### config.mk
export PLATFORM = sky130hd
export DESIGN_NAME = at86rf215_rx_axis_unpacker
export DESIGN_NICKNAME = d
export VERILOG_FILES = /design/src/rtl/at86rf215_rx_axis_unpacker.sv
export SDC_FILE = /design/constraint.sdc
export NUM_CORES = 1
export LEC_CHECK = 0
export CAP_MARGIN = 20
export CORE_ASPECT_RATIO = 0.8
export CORE_MARGIN = 4
export CORE_UTILIZATION = 40
export CTS_CLUSTER_DIAMETER = 200
export DETAILED_ROUTE_END_ITERATION = 8
export GPL_ROUTABILITY_DRIVEN = 0
export HOLD_SLACK_MARGIN = 0.02
export PLACE_DENSITY = 0.73
export SLEW_MARGIN = 10
export SYNTH_ARGS = -nofsm -noshare
export SYNTH_HDL_FRONTEND = slang
export SYNTH_SLANG_ARGS = --single-unit
### constraint.sdc
create_clock -name aclk -period 2.7 [get_ports aclk]
set_clock_uncertainty 0.15 [all_clocks]
set_input_delay 0.405 -clock aclk [delete_from_list [all_inputs] [get_ports aclk]]
set_output_delay 0.405 -clock aclk [all_outputs]
set_load 0.005 [all_outputs]
### src/rtl/at86rf215_rx_axis_unpacker.sv
// AT86RF215 RX FIFO to AXI4-Stream unpacker: checks I/Q sync framing and sign-extends
// 13-bit samples. Emits fixed-length frames and counts dropped words.
//
// state  | meaning
// -------+-------------------------------------------------------------
// IDLE   | disabled; FIFO flushed, nothing emitted, errors not counted
// RUN    | streaming samples into frames of FRAME_LEN beats
// FINISH | enable dropped mid-frame; complete the frame, then go IDLE
module at86rf215_rx_axis_unpacker #(
   parameter int unsigned FRAME_LEN     = 1024,
   parameter int unsigned ERR_CNT_WIDTH = 16
) (
   input  logic                     aclk,
   input  logic                     aresetn,
   input  logic                     enable,
   input  logic [31:0]              fifo_read_data,
   input  logic                     fifo_empty,
   output logic                     fifo_read_en,
   output logic [31:0]              m_axis_tdata,
   output logic [1:0]               m_axis_tuser,
   output logic                     m_axis_tlast,
   output logic                     m_axis_tvalid,
   input  logic                     m_axis_tready,
   output logic [ERR_CNT_WIDTH-1:0] sync_err_count,
   output logic                     busy
);

   localparam int unsigned IDX_W = (FRAME_LEN > 1) ? $clog2(FRAME_LEN) : 1;
   localparam logic [IDX_W-1:0] IDX_LAST = IDX_W'(FRAME_LEN - 1);

   typedef enum logic [1:0] {
      S_IDLE   = 2'd0,
      S_RUN    = 2'd1,
      S_FINISH = 2'd2
   } state_t;

   state_t                   r_state;
   state_t                   w_state_nxt;
   logic [IDX_W-1:0]         r_sample_idx;
   logic [31:0]              r_tdata;
   logic [1:0]               r_tuser;
   logic                     r_tlast;
   logic                     r_tvalid;
   logic [ERR_CNT_WIDTH-1:0] r_err_cnt;

   logic w_out_free;
   logic w_word_good;
   logic w_frame_open;
   logic w_active;
   logic w_load;
   logic w_drop;

   assign w_out_free  = !r_tvalid || m_axis_tready;
   assign w_word_good = (fifo_read_data[31:30] == 2'b10) && (fifo_read_data[15:14] == 2'b01);
   assign w_active    = (r_state == S_RUN) || (r_state == S_FINISH);

   // Once enable is gone and the frame is complete (index back at 0), stop popping so the
   // leftover words are flushed by IDLE instead of starting a partial frame.
   assign w_frame_open = ((r_state == S_RUN) && (enable || (r_sample_idx != '0))) ||
                         ((r_state == S_FINISH) && (r_sample_idx != '0));

   always_comb begin
      w_state_nxt  = r_state;
      fifo_read_en = 1'b0;
      case (r_state)
         S_IDLE: begin
            fifo_read_en = !fifo_empty;
            if (enable) w_state_nxt = S_RUN;
         end
         S_RUN: begin
            fifo_read_en = w_frame_open && !fifo_empty && w_out_free;
            if (!enable) begin
               if ((r_sample_idx == '0) && w_out_free) w_state_nxt = S_IDLE;
               else                                   w_state_nxt = S_FINISH;
            end
         end
         S_FINISH: begin
            fifo_read_en = w_frame_open && !fifo_empty && w_out_free;
            // At index 0 any held beat is the tlast beat; leave once it is gone.
            if ((r_sample_idx == '0) && w_out_free) w_state_nxt = S_IDLE;
         end
         default: w_state_nxt = S_IDLE;
      endcase
      if (!aresetn) fifo_read_en = 1'b0;
   end

   assign w_load = fifo_read_en && w_active && w_word_good;
   assign w_drop = fifo_read_en && w_active && !w_word_good;

   always_ff @(posedge aclk or negedge aresetn) begin
      if (!aresetn) begin
         r_state      <= S_IDLE;
         r_sample_idx <= '0;
         r_tdata      <= '0;
         r_tuser      <= '0;
         r_tlast      <= 1'b0;
         r_tvalid     <= 1'b0;
         r_err_cnt    <= '0;
      end else begin
         r_state <= w_state_nxt;

         if (w_load) begin
            r_tdata  <= {{3{fifo_read_data[13]}}, fifo_read_data[13:1],
                         {3{fifo_read_data[29]}}, fifo_read_data[29:17]};
            r_tuser  <= {fifo_read_data[16], fifo_read_data[0]};
            r_tlast  <= (r_sample_idx == IDX_LAST);
            r_tvalid <= 1'b1;
         end else if (m_axis_tready) begin
            r_tvalid <= 1'b0;
            r_tlast  <= 1'b0;
         end

         if (w_load) begin
            r_sample_idx <= (r_sample_idx == IDX_LAST) ? '0 : r_sample_idx + 1'b1;
         end else if (r_state == S_IDLE) begin
            r_sample_idx <= '0;
         end

         if (w_drop && (r_err_cnt != {ERR_CNT_WIDTH{1'b1}})) begin
            r_err_cnt <= r_err_cnt + 1'b1;
         end
      end
   end

   assign m_axis_tdata   = r_tdata;
   assign m_axis_tuser   = r_tuser;
   assign m_axis_tlast   = r_tlast;
   assign m_axis_tvalid  = r_tvalid;
   assign sync_err_count = r_err_cnt;
   assign busy           = (r_state != S_IDLE);

endmodule

=== After elaboration in Yosys (flattened, before gate mapping) ===
Cells that the tools add are included.

* Input bits: 37
* Logic and storage cells: 56
* Output and inout bits: 54
* Flip-flop bits (word level): 61

* Mux-type cells: 13
* Reductions and logical operators: 25
* Add/sub/neg operators: 2
* Equality and inequality tests: 9

{| class="wikitable"
|+ Operator list
! operator !! number
|-
| 2-to-1 mux 10 bit || 3
|-
| adder 16 x 1 -> 16 bit (second input constant) || 1
|-
| inequality test 16 bit (second input constant) || 1
|-
| adder 10 x 1 -> 10 bit (second input constant) || 1
|-
| equality test 10 bit (second input constant) || 1
|-
| logical AND 1 bit || 10
|-
| logical NOT 10 bit || 1
|-
| nonzero test 10 bit || 1
|-
| 2-to-1 mux 2 bit || 4
|-
| case mux 2 bit (3 select lines) || 1
|-
| nonzero test 2 bit || 3
|-
| equality test 2 x 1 -> 1 bit (second input constant) || 2
|-
| equality test 2 bit (second input constant) || 2
|-
| logical OR 1 bit || 4
|-
| 2-to-1 mux 1 bit || 4
|-
| inequality test 2 bit (second input constant) || 2
|-
| logical NOT 1 bit || 3
|-
| AND reduction 3 bit || 1
|-
| logical NOT 2 bit || 1
|-
| inequality test 2 x 1 -> 1 bit (second input constant) || 1
|-
| case mux 1 bit (2 select lines) || 1
|-
| OR reduction 2 bit || 1
|}

=== Longest topological paths before layout ===
* Depth after elaboration: 11
* Gate-level depth with buffers: 9
* Mapped depth without buffers: 7

=== Worst setup path before layout ===
Ideal clock, no wire load.

* Path type: register to register
* Start: register r_state[0]
* End: register r_tdata[0], in the netlist m_axis_tdata[0]
* Stages on the path, launching flop included: 9
* Setup time: 0.127 ns
* Path buffers: 2
* Data required time: 2.423 ns
* Arrival: 2.243 ns
* Clock period less this slack: 2.520 ns
* Slack: 0.180 ns
* Cells stage by stage: dfrtp_1 > inv_1 > ha_1 > buf_2 > or4_4 > nor4b_4 > nor3_2 > buf_6 > mux2_1

* Longest elaborated chain between the ends: 9
* Elaborated cells on any way between the ends: 14
* Classes of those cells: 2 x eq/ne; 2 x mux; 10 x reduce/logical

{| class="wikitable"
|+ Ends and longest elaborated chain
! element !! line !! source
|-
| from (decl) || 37 || <nowiki>state_t r_state;</nowiki>
|-
| from (signal assigned) || 100 || <nowiki>r_state <= w_state_nxt;</nowiki>
|-
| equality test 2 x 1 -> 1 bit or equality test 2 bit (tied branches) || - ||
|-
| logical AND 1 bit, on equally long branches || 59, 60 ||
|-
| logical OR 1 bit || 59 || <nowiki>assign w_frame_open = ((r_state == S_RUN) && (enable || (r_sample_idx != '0))) ||</nowiki>
|-
| logical AND 1 bit (2 in a row) || 71, 78 ||
|-
| case mux 1 bit (2 select lines) || 65 || <nowiki>case (r_state)</nowiki>
|-
| 2-to-1 mux 1 bit || 84 || <nowiki>if (!aresetn) fifo_read_en = 1'b0;</nowiki>
|-
| logical AND 1 bit (*) (2 in a row) || 87 || <nowiki>assign w_load = fifo_read_en && w_active && w_word_good;</nowiki>
|-
| to (signal assigned) || 103 || <nowiki>r_tdata <= {{3{fifo_read_data[13]}}, fifo_read_data[13:1],</nowiki>
|-
| to (decl) || 40 || <nowiki>logic [31:0] r_tdata;</nowiki>
|}

Mark *: on every way between the ends. The rest lies on a longest branch, timed or not.
A chain may end at the register's enable or synchronous reset.

=== Worst setup path in the final report ===
* Start: register r_state[0]
* End: output port fifo_read_en

* Longest elaborated chain between the ends: 7
* Elaborated cells on any way between the ends: 11
* Classes of those cells: 2 x eq/ne; 2 x mux; 7 x reduce/logical

{| class="wikitable"
|+ Ends and longest elaborated chain
! element !! line !! source
|-
| equality test 2 x 1 -> 1 bit or equality test 2 bit (tied branches) || 59, 65, 60 ||
|-
| logical AND 1 bit, on equally long branches || 59, 60 ||
|-
| logical OR 1 bit || 59 ||
|-
| logical AND 1 bit (2 in a row) || 71, 78 ||
|-
| case mux 1 bit (2 select lines) (*) || 65 ||
|-
| 2-to-1 mux 1 bit (*) || 84 ||
|-
| to (decl) || 18 || <nowiki>output logic fifo_read_en,</nowiki>
|}

Marked as above.

==> flow_summary.toml <==
[placement]
hpwl_mm = 4.69
io_buffers = 90

[sta]
min_period_ps = 2580
fin_setup_tns_ps = 0
finalCritPeriodShare_pct = 95.6
setup_viol = 0
clock.fmax_mhz = 388
relSlewSlack_pct = 52.0
tightestPinTransition_ps = 720
slew_violations = 0
rsz0062_at_grt = "false"
hold_viol_final = 0

[worst_setup_path]
rrSetupSlack_ps = 170
path_buf_inv = 2
critPathMaxFanout = 2
path_class = "reg -> out"
cp-start-kind = "flip-flop"
arrival_ps = 2020
cpMaxStageDelayCell = "or4_4"
path_cells = "inv_1 -> ha_2 -> or4_4 -> nor4b_4 -> nor4bb_1 -> clkdlybuf4s15_1"
cp_top_family = "simple AND/OR/NAND/NOR gates"
critPathMaxStageDelay_ps = 530
cp.required_ps = 2140
endpoint_kind = "primary output"

[clock_tree]
clock_latency_ps = 330
clkTransAtPathRegs_ps = 60
cts_tree = "done"
cts_made_buffers = 9
cts_hold_buf = 0
cts.sinks = 58
root_buffer = "clkbuf_8"
htree_num_levels = 3
cts.path.max_buffers = 2

[pwr]
irDropWorstVdd_v = 0.000386
power_switching_uw = 730
p_int_mw = 2.04
power.density_nw_per_um2 = 683
p_leak_nw = 1.79
pwr-share-seq_pct = 39.0
switching_share_pct = 26.3
pwr-share-comb_pct = 29.3
power_frac_clock_pct = 31.7
fin_total_pwr_mw = 2.77

[global_routing]
antenna_found_initial = 0
grt_max_degree = 59
track_usage_pct = 16.4
grt-ovfl-total = 0
grt_first_pass_wirelength_mm = 11.0
grt_pass1_vias = 2368

[layout]
syn_to_final_growth_pct = 44.2
drive_gt1_share_pct = 11.8
fin_nets = 385
layout_common_cells = "clkdlybuf4s50_1, dfrtp_1, mux2_1"
n_antenna_cell = 0
final_common_cell = "clkdlybuf4s50_1"

[yosys]
synth_area_um2 = 2810
synth_nets = 285
synth-seq-area-share_pct = 51.6
synthFlopType = "dfrtp_1"
synthArstFlopShare_pct = 100
avgSynthCellArea_um2 = 11.7
ys_warn_count = 0
synth.distinct_cells = 43
ys_ff_latch = 58
synth_cells = 241
synth_edf_count = 0

[die]
die_y_um = 83
die_x_um = 102
core_um2 = 6860
ios = 91
rows = 27
start_util_pct = 41.0
die_area_um2 = 8450

[hold_path]
holdCritPathClass = "in -> async"

[route]
wl_per_cell_um = 14.7
vias_per_cell = 5.08
ant_nets = 0
initialDrtViolationCount = 58
route.vias.total = 2200
drc = 0
wirelength_mm = 6.38
dr.pass1.iters = 4

[run_status]
outcome = "finished clean"

[job]
cap_violations = 0
sequential cells by signal, summed over array words and instances, names as in the netlist:
name            count
m_axis_tdata       26
sync_err_count     16
r_sample_idx       10
m_axis_tuser        2
r_state             2
m_axis_tlast        1
m_axis_tvalid       1
what timing repair did:
action / 4_1_cts / 5_1_grt
endpoints found under the setup margin: 1 / 6
buffers inserted: 1 / 0
pin swaps: 3 / 2
gates resized for setup: 2 / 3
through the flow:
stage | area [µm²] | hold WS [ps] | cells | setup WS, ps | utilization (%)
after floorplan | 2810 | -40.6 | 241 | 180 | -
after global placement | 3820 | 316 | 416 | 138 | 55.8
after detailed placement | 3820 | 324 | 416 | 83.5 | 55.8
after CTS | 4050 | 159 | 433 | 11.1 | 59.1
after global routing | 4060 | 228 | 433 | 28.1 | 59.1
final | 4060 | 152 | 433 | 120 | 59.1
final timing paths:
path	from	end	cells after the start
setup / recovery	r_state[0]	fifo_read_en	6
min in group aclk	m_axis_tdata[9]	m_axis_tdata[9]	1
max in group asynchronous	aresetn	m_axis_tdata[2]	2
hold / removal	aresetn	r_sample_idx[6]	2
setup reg to reg	r_state[0]	r_sample_idx[7]	10
hold reg to reg	m_axis_tdata[9]	m_axis_tdata[9]	1
power by group through the flow:
stage,Sequential [mW],Clock (mW),Combinational (mW)
final,1.08,0.879,0.812
after global routing,1.10,0.954,0.892
after floorplan,1.10,0,0.327
after detailed placement,1.10,0,0.805
after global placement,1.09,0,0.787
after CTS,1.08,0.918,0.820
logic make-up after synthesis:
family / after synthesis / share of synthesized area, %
AO/OA/AOI/OAI: 26 / 6.14
XOR/XNOR: 15 / 4.67
adder cells (fa/ha/maj): 7 / 3.11
buffers and inverters: 23 / 4.85
flip-flops: 58 / 51.6
multiplexers: 34 / 13.5
AND/OR/NAND/NOR: 78 / 16.1
per-layer routing:
| layer | GRT usage (%) | part of all wire, % |
|---|---|---|
| met1 | 20.1 | 43 |
| met2 | 26.5 | 49 |
| met3 | 6.72 | 7.4 |
| met4 | 4.71 | 1.1 |
| met5 | 0 | 0 |
layout make-up:
| class | count | area (µm²) |
|---|---|---|
| Tap cell | 87 | 109 |
| Clock inverter | 5 | 77.6 |
| Sequential cell | 58 | 1450 |
| Inverter | 9 | 33.8 |
| Clock buffer | 11 | 141 |
| Fill cell | 584 | 2800 |
| Timing Repair Buffer | 103 | 1010 |
| Multi-Input combinational cell | 160 | 1240 |
Yosys cell counts (2+ instances only):
master     instances  area, µm²
o2bb2ai_1          2       17.5
and3_1             5       31.3
o21ai_0            6       30.0
nand2b_1           5       31.3
mux2_1            27        304
xnor2_1           15        131
dfrtp_1           58       1450
nand2_1           12       45.0
nand4_1           11       68.8
a31oi_1            5       31.3
mux2i_1            3       30.0
nor3_1             4       20.0
buf_2              4       20.0
or2_2              2       12.5
and2_1             2       12.5
nor4_1             3       18.8
mux2_2             4       45.0
nor2_1             9       33.8
buf_6              3       33.8
nand3_1           15       75.1
buf_4              6       45.0
a22o_1             2       17.5
ha_1               7       87.6
nor4bb_1           2       20.0
a21oi_1            3       15.0
inv_1              9       33.8
(Power assumes the default switching activity.)
